<file path="src/rtl/mmio_output_port.sv">
// ---------------------------------------------------------------------------
// mmio_output_port
//   Memory-mapped output port on the data-memory bus. Stores to a four-word
//   register window are decoded here. DATA stores are queued in a FIFO that
//   drains to an external consumer over a valid/ready link. STATUS, ID and
//   HALT can be read back on the registered read-data bus. HALT is a sticky
//   end-of-program flag.
//
//   Register window (offset = Address - BASE_ADDR):
//     0 DATA    W: push word          R: 16'h0000 (never pops)
//     1 STATUS  W: bit2 clears ovf    R: {count[7:0], 5'b0, ovf, empty, full}
//     2 ID      W: ignored            R: 16'h4D10
//     3 HALT    W: set Halted         R: {15'b0, Halted}
//
// Ports
//   Clock      system clock, rising edge
//   Reset      synchronous, active-high; wins over any same-cycle access
//   MemWrite   store strobe, one cycle per store
//   MemRead    load strobe, one cycle per load
//   Address    word address
//   WriteData  store data
//   Hit        combinational window decode of Address
//   ReadData   registered load data, valid the cycle after MemRead && Hit
//   OutData    FIFO head word (zero while empty)
//   OutValid   FIFO non-empty
//   OutReady   consumer takes the head when OutValid && OutReady
//   Halted     sticky flag set by a store to HALT
// ---------------------------------------------------------------------------
module mmio_output_port #(
    parameter logic [15:0] BASE_ADDR = 16'hFFF0,
    parameter int          DEPTH     = 8,
    parameter int          PTR_W     = 3
) (
    input  logic        Clock,
    input  logic        Reset,
    input  logic        MemWrite,
    input  logic        MemRead,
    input  logic [15:0] Address,
    input  logic [15:0] WriteData,
    output logic        Hit,
    output logic [15:0] ReadData,
    output logic [15:0] OutData,
    output logic        OutValid,
    input  logic        OutReady,
    output logic        Halted
);

    localparam logic [PTR_W:0]   FULL_CNT = DEPTH[PTR_W:0];
    localparam logic [PTR_W:0]   CNT_ONE  = 1;
    localparam logic [PTR_W-1:0] PTR_ONE  = 1;
    localparam logic [15:0]      ID_VAL   = 16'h4D10;

    // ---------------------------------------------------------------------
    // Address decode. The subtraction wraps, so "offset < 4" is exactly the
    // BASE_ADDR..BASE_ADDR+3 window.
    // ---------------------------------------------------------------------
    logic [15:0] offset;
    logic [1:0]  reg_sel;

    assign offset  = Address - BASE_ADDR;
    assign Hit     = (offset < 16'd4);
    assign reg_sel = offset[1:0];

    logic wr_data, wr_status, wr_halt, rd_hit;

    assign wr_data   = MemWrite && Hit && (reg_sel == 2'd0);
    assign wr_status = MemWrite && Hit && (reg_sel == 2'd1);
    assign wr_halt   = MemWrite && Hit && (reg_sel == 2'd3);
    assign rd_hit    = MemRead  && Hit;

    // ---------------------------------------------------------------------
    // State
    // ---------------------------------------------------------------------
    logic [15:0]      mem_q [DEPTH];
    logic [PTR_W-1:0] rd_ptr_q, rd_ptr_d;
    logic [PTR_W-1:0] wr_ptr_q, wr_ptr_d;
    logic [PTR_W:0]   count_q,  count_d;
    logic             ovf_q,    ovf_d;
    logic             halted_q, halted_d;
    logic [15:0]      rdata_q,  rdata_d;

    logic full, empty, pop, push_ok, drop;

    assign full  = (count_q == FULL_CNT);
    assign empty = (count_q == '0);

    // A push into a full FIFO still fits when the head leaves in the same
    // cycle; otherwise the word is lost and ovf records it.
    assign pop     = !empty && OutReady;
    assign push_ok = wr_data && (!full || pop);
    assign drop    = wr_data && full && !pop;

    // Count zero-extended to at least 8 bits for the STATUS layout.
    logic [8:0]  cnt_ext;
    logic [15:0] status_word;

    assign cnt_ext     = 9'(count_q);
    assign status_word = {cnt_ext[7:0], 5'b0, ovf_q, empty, full};

    // ---------------------------------------------------------------------
    // Next-state logic
    // ---------------------------------------------------------------------
    always_comb begin
        rd_ptr_d = rd_ptr_q;
        wr_ptr_d = wr_ptr_q;
        count_d  = count_q;
        ovf_d    = ovf_q;
        halted_d = halted_q;
        rdata_d  = rdata_q;

        if (pop)     rd_ptr_d = rd_ptr_q + PTR_ONE;
        if (push_ok) wr_ptr_d = wr_ptr_q + PTR_ONE;

        case ({push_ok, pop})
            2'b10:   count_d = count_q + CNT_ONE;
            2'b01:   count_d = count_q - CNT_ONE;
            default: count_d = count_q;
        endcase

        // A drop in the same cycle as a clear leaves the flag set.
        if (drop)
            ovf_d = 1'b1;
        else if (wr_status && WriteData[2])
            ovf_d = 1'b0;

        if (wr_halt) halted_d = 1'b1;

        // Reads see pre-edge state, so a same-cycle push/pop is not visible.
        if (rd_hit) begin
            case (reg_sel)
                2'd0:    rdata_d = 16'h0000;
                2'd1:    rdata_d = status_word;
                2'd2:    rdata_d = ID_VAL;
                default: rdata_d = {15'b0, halted_q};
            endcase
        end
    end

    // ---------------------------------------------------------------------
    // Registers
    // ---------------------------------------------------------------------
    always_ff @(posedge Clock) begin
        if (Reset) begin
            rd_ptr_q <= '0;
            wr_ptr_q <= '0;
            count_q  <= '0;
            ovf_q    <= 1'b0;
            halted_q <= 1'b0;
            rdata_q  <= 16'h0000;
        end else begin
            rd_ptr_q <= rd_ptr_d;
            wr_ptr_q <= wr_ptr_d;
            count_q  <= count_d;
            ovf_q    <= ovf_d;
            halted_q <= halted_d;
            rdata_q  <= rdata_d;
        end
    end

    // Storage array needs no reset: nothing is visible while count is zero.
    always_ff @(posedge Clock) begin
        if (!Reset && push_ok)
            mem_q[wr_ptr_q] <= WriteData;
    end

    // ---------------------------------------------------------------------
    // Outputs come from registered state only.
    // ---------------------------------------------------------------------
    assign OutValid = !empty;
    assign OutData  = empty ? 16'h0000 : mem_q[rd_ptr_q];
    assign ReadData = rdata_q;
    assign Halted   = halted_q;

endmodule
</file>
<file path="config.mk">
export PLATFORM = sky130hd
export DESIGN_NAME = mmio_output_port
export DESIGN_NICKNAME = d
export VERILOG_FILES = /design/src/rtl/mmio_output_port.sv
export SDC_FILE = /design/constraint.sdc
export NUM_CORES = 1
export LEC_CHECK = 0
export ABC_AREA = 1
export CORE_MARGIN = 2
export CORE_UTILIZATION = 25
export DETAILED_ROUTE_END_ITERATION = 12
export GPL_TIMING_DRIVEN = 0
export SYNTH_ARGS = -nofsm -noshare
export SYNTH_HDL_FRONTEND = slang
export SYNTH_SLANG_ARGS = --single-unit
</file>
<file path="constraint.sdc">
create_clock -name Clock -period 3.05 [get_ports Clock]
set_input_delay 0.7625 -clock Clock [delete_from_list [all_inputs] [get_ports Clock]]
set_output_delay 0.7625 -clock Clock [all_outputs]
set_load 0.1 [all_outputs]
</file>
# Word-level counts from Yosys, hierarchy flattened
# Memories as Yosys holds them, arrays and structs flattened. A register that Yosys moved wholly into a read port is not among the register bits.
# Index checks and enable logic that the tools add are counted.
# W data, S select, Z words.
[op_classes]
order_cmp = 1
addsub = 5
eq_ne = 6
bitwise_logic = 0
muxes = 9
n_reduce_logical = 20
n_div = 0
shifts = 0
n_mul = 0
[op_table]
columns = ["cell", "count"]
rows = [
  ["$pmux W15 S3", 1],
  ["$lt A16 B3 Y1 const B", 1],
  ["$mux W16", 1],
  ["$sub A16 B16 Y16 const B", 1],
  ["$logic_and A1 B1 Y1", 11],
  ["$pmux W4 S2", 1],
  ["$add A3 B1 Y3 const B", 2],
  ["$eq A2 B2 Y1 const B", 3],
  ["$mux W3", 2],
  ["$add A4 B1 Y4 const B", 1],
  ["$eq A2 B1 Y1 const B", 2],
  ["$eq A4 B4 Y1 const B", 1],
  ["$logic_not A1 Y1", 4],
  ["$logic_not A4 Y1", 1],
  ["$mux W1", 4],
  ["$reduce_bool A2 Y1", 2],
  ["$sub A4 B1 Y4 const B", 1],
  ["$logic_not A2 Y1", 1],
  ["$logic_or A1 B1 Y1", 1],
]
[totals]
wordCells = 48
latch_bits = 0
romBits = 0
inputBits = 37
mem_count = 1
output_inout_bits = 35
regBits = 28
ram_bits = 128
[memory_table]
columns = ["name", "depth", "width", "rd", "rd_ports_with_merged_regs", "write_ports", "line_no", "rtl"]
rows = [
  ["mem_q", 8, 16, 1, 1, 1, "74", "logic [15:0] mem_q [DEPTH];"],
]

# Depth between registers and ports, before layout
[depth]
depth_word = 8
depth_mapped = 21
ltp_nobuf = 21

# Worst setup path after synthesis
# OpenSTA, ideal clock, no wires.
[synth_timing]
path_type = "register to output"
start = "reg count_q[3]"
end = "out OutData[10]"
t_required_ns = 2.288
slack_ns = -1.053
t_arrival_ns = 3.341
stages_incl_launch_ff = 6
path_buffers = 1
path_cell_list = "dfxtp_1 > inv_1 > nand3_2 > clkbuf_1 > o21ai_0 > a31oi_1"
[synth_between]
elab_chain_cells = 2
[synth_lines]
columns = ["item", "line_no", "rtl"]
rows = [
  ["from (decl)", "77", "logic [PTR_W:0] count_q, count_d;"],
  ["from (signal assigned)", "153", "count_q <= count_d;"],
  ["$logic_not A4 Y1", "85", "assign empty = (count_q == '0);"],
  ["$mux W16", "170", "assign OutData = empty ? 16'h0000 : mem_q[rd_ptr_q];"],
  ["to (decl)", "42", "output logic [15:0] OutData,"],
]
# No other way between the ends.

==> results.yml <==
outcome:
  status: "finished clean"
placed_design:
  gp_congestion: 0.8235
  portBuffers: 64
  detailed_place_hpwl_um: 11280
pwr:
  vdd_drop_max_v: 0.0005191
  power_density_nw_per_um2: 927.2
  p_leak_uw: 0.003094
  power_uw: 8063
min_path:
  min_path_cells: 2
  hp-class: "register to register"
critical_path:
  setup.worst_path.class: "register to output port"
  cp_top_family: "buffers and inverters"
  required_ns: 2.29
  crit_buf_inv: 3
  endpoint_kind: "output port"
  reg2regPathDepth: 15
  path_common_cell: "nor2_1"
  max_stage_delay_ns: 0.35
  arrival_ns: 2.25
  crit_cells: 7
  critPathSlowestCell: "dfxtp_1"
  crit_fanout: 10
  crit_path_start_kind: "register"
  path_cells: "clkbuf_4, clkbuf_2, nor2_1, nor2_1, o21ai_0, a31oi_2, buf_4"
timing:
  fin_crit_sh: 0.9864
  final_max_slew_viol_count: 0
  rsz0062_at_grt: "true"
  fin_crit_ns: 3.008
  maxSlewHeadroom: 0.3257
  worst_pin_slew_ns: 1.008
  max_freq_ghz: 0.3324
  finalHoldViolations: 0
  fin_skew_ns: 0.01160
  setup_viol: 0
final_layout:
  syn_to_final_growth_pct: 34.90
  fin_util: 0.3443
  finalNetCount: 749
  antenna_cells: 0
  drive_above_1_share: 0.2184
cts:
  cts.reportedPaths.clkPinSlew_ns: 0.06
  htreeDepth: 4
  cts_buffers: 17
  cts_sinks: 151
  cts_buffer_depth: 2
  clock_latency_ns: 0.42
  cts_tree: "done"
  cts-root-buf: "clkbuf_16"
global_route:
  grt_pass1_vias: 4493
  grt_pass1_wl_um: 25560
  gr-usage-all-layers: 0.1281
  overflow: 0
  grt_max_degree: 17
  antenna_found_initial: 0
logic_synthesis:
  synth-xor-area-share: 0.001359
  yosys_warnings: 0
  netlist-cell-type-count: 30
  synthSimpleGateAreaFrac: 0.1594
  synthAdderAreaFrac: 0.01087
  yosysSeqAreaShare: 0.6677
  synthCells: 598
  syn_area_per_cell_um2: 10.78
  synth-compound-area-share: 0.1134
  synth_seq_cells: 151
  synth.area.mux_share: 0
  synthesis.area_um2: 6446
  synth_top_family_by_area: "simple AND/OR/NAND/NOR gates"
die:
  die_x_um: 164.6
  initial_core_util: 0.2553
  die_h_um: 164.6
  ios: 72
  dieArea_um2: 27080
  rows: 58
  coreArea_um2: 25250
route:
  drt_wl_total_um: 16910
  drt_first_pass_iters: 5
  ant_nets: 0
  dr_total_vias: 4787
  viasPerCell: 4.563
  wire_per_inst_um: 16.12
  drt_iter0_markers: 466
  drcViolationCount: 0
run:
  cap_violations: 0
-- power breakdown --
part	internal (uW)	leakage (uW)	switching, uW
Clock	1200	0.000273	807
Combinational	936	0.00148	2790
Sequential	2280	0.00134	55.5
Total	4410	0.00309	3650
-- cell families (layout without fill, tap and decap cells) --
kind of cell,after synthesis,after routing
other,1,7
buffers and inverters,72,187
adder cells (fa/ha/maj),5,5
XOR/XNOR,1,1
AO/OA/AOI/OAI,135,135
flip-flops,151,151
AND/OR/NAND/NOR,233,233
-- sequential cells by signal (all words and copies together), names as in the netlist, named ones only --
signal / flops
wr_ptr_q: 3
count_q: 4
Halted: 1
ReadData: 8
ovf_q: 1
rd_ptr_q: 3
mem_q: 128
-- timing repair --
action / CTS / global route
gates resized for setup: 151 / 42
pin swaps: 5 / 10
buffers inserted: 7 / 6
endpoints found under the setup margin: 120 / 142
gates cloned: 0 / 0
hold buffers: 0 / 0
-- synthesized netlist by cell type --
master	n	area, um2
xnor2_1	1	8.760
nand3_1	24	120.1
nand2_2	9	56.30
nor3_1	1	5.000
buf_4	8	60.06
nor2_1	137	514.2
edfxtp_1	128	3844
nand4_1	6	37.54
a21oi_1	7	35.03
nor2_4	5	56.30
o21ai_0	87	435.4
buf_2	1	5.000
dfxtp_1	23	460.4
buf_1	1	3.750
inv_1	35	131.4
inv_2	3	11.26
a31oi_1	22	137.6
fa_1	1	20.02
nand2_1	43	161.4
clkbuf_1	23	86.33
o22ai_1	16	100.1
a22oi_1	3	22.52
nand3b_1	1	7.510
conb_1	1	3.750
ha_1	4	50.05
nand3_2	1	10.01
nand4_4	1	21.27
nor2_2	4	25.02
nor3b_2	1	12.51
clkinv_1	1	3.750
-- worst register-to-register path, cell delays in order (launching register included) --
cell and delay (ns):
dfxtp_1 0.43, inv_1 0.12, nand3_2 0.21, inv_1 0.10, nor2_1 0.42, nand2_2 0.13, inv_2 0.10, ha_4 0.21
nand2_1 0.06, nand2_1 0.06, a31oi_2 0.16, nand3_1 0.09, nand2_1 0.11, nand3_1 0.07, nand2_1 0.07, nor2_1 0.04
-- per-layer routing --
| metal | global-route usage | share of wire | up-vias |
|---|---|---|---|
| met3 | 0.02637 | 0.066 | 23 |
| met1 | 0.1674 | 0.43 | 2294 |
| met2 | 0.2081 | 0.48 | 147 |
| met4 | 0.05178 | 0.019 | 0 |
| met5 | 0 | 0 | - |
| li1 | - | - | 2323 |
-- final timing paths --
kind                    from  slack (ns)         end
setup / recovery    register        0.04  OutData[1]
hold / removal         ovf_q        0.46       ovf_q
setup reg to reg  count_q[2]        0.57  count_q[3]
hold reg to reg        ovf_q        0.46       ovf_q
-- layout by cell type (no fill, tap or decap), drive strengths merged --
master,n
nor2,146
edfxtp,128
a31oi,22
buf,50
clkinv,6
dlygate4sd2,2
ha,4
a22oi,3
o22ai,16
fa,1
xnor2,1
nand2,52
clkdlybuf4s50,35
bufinv,2
clkdlybuf4s15,1
a21oi,7
nand4,7
nor3,1
dfxtp,23
o21ai,87
nand3b,1
inv,41
clkinvlp,2
conb,7
nand3,25
dlymetal6s2s,9
nor3b,1
clkbuf,39
-- final cells by class --
| cell class | count | area (um2) |
|---|---|---|
| inverter | 39 | 148.9 |
| timing repair buffer | 84 | 920.9 |
| multi-input combinational | 381 | 2146 |
| buffer | 33 | 202.7 |
| sequential | 151 | 4304 |
| tap | 330 | 412.9 |
| clock inverter | 12 | 127.6 |
| clock buffer | 19 | 432.9 |
| fill | 2496 | 16560 |
-- per-stage QoR --
stage	cells	TNS, ns	cell area, um2	hold slack (ns)	worst slack (ns)
floorplan	604	0	6649	0.4334	0.1133
global placement	998	-174.85	7702	0.4541	-1.396
CTS	1043	0	8554	0.4665	0.007479
finish	1049	0	8696	0.4621	0.04161
detailed placement	1005	-84.89	7824	0.4570	-0.9443
global route	1049	-0.02062	8696	0.4800	-0.02062
(Power assumes the default switching activity.)
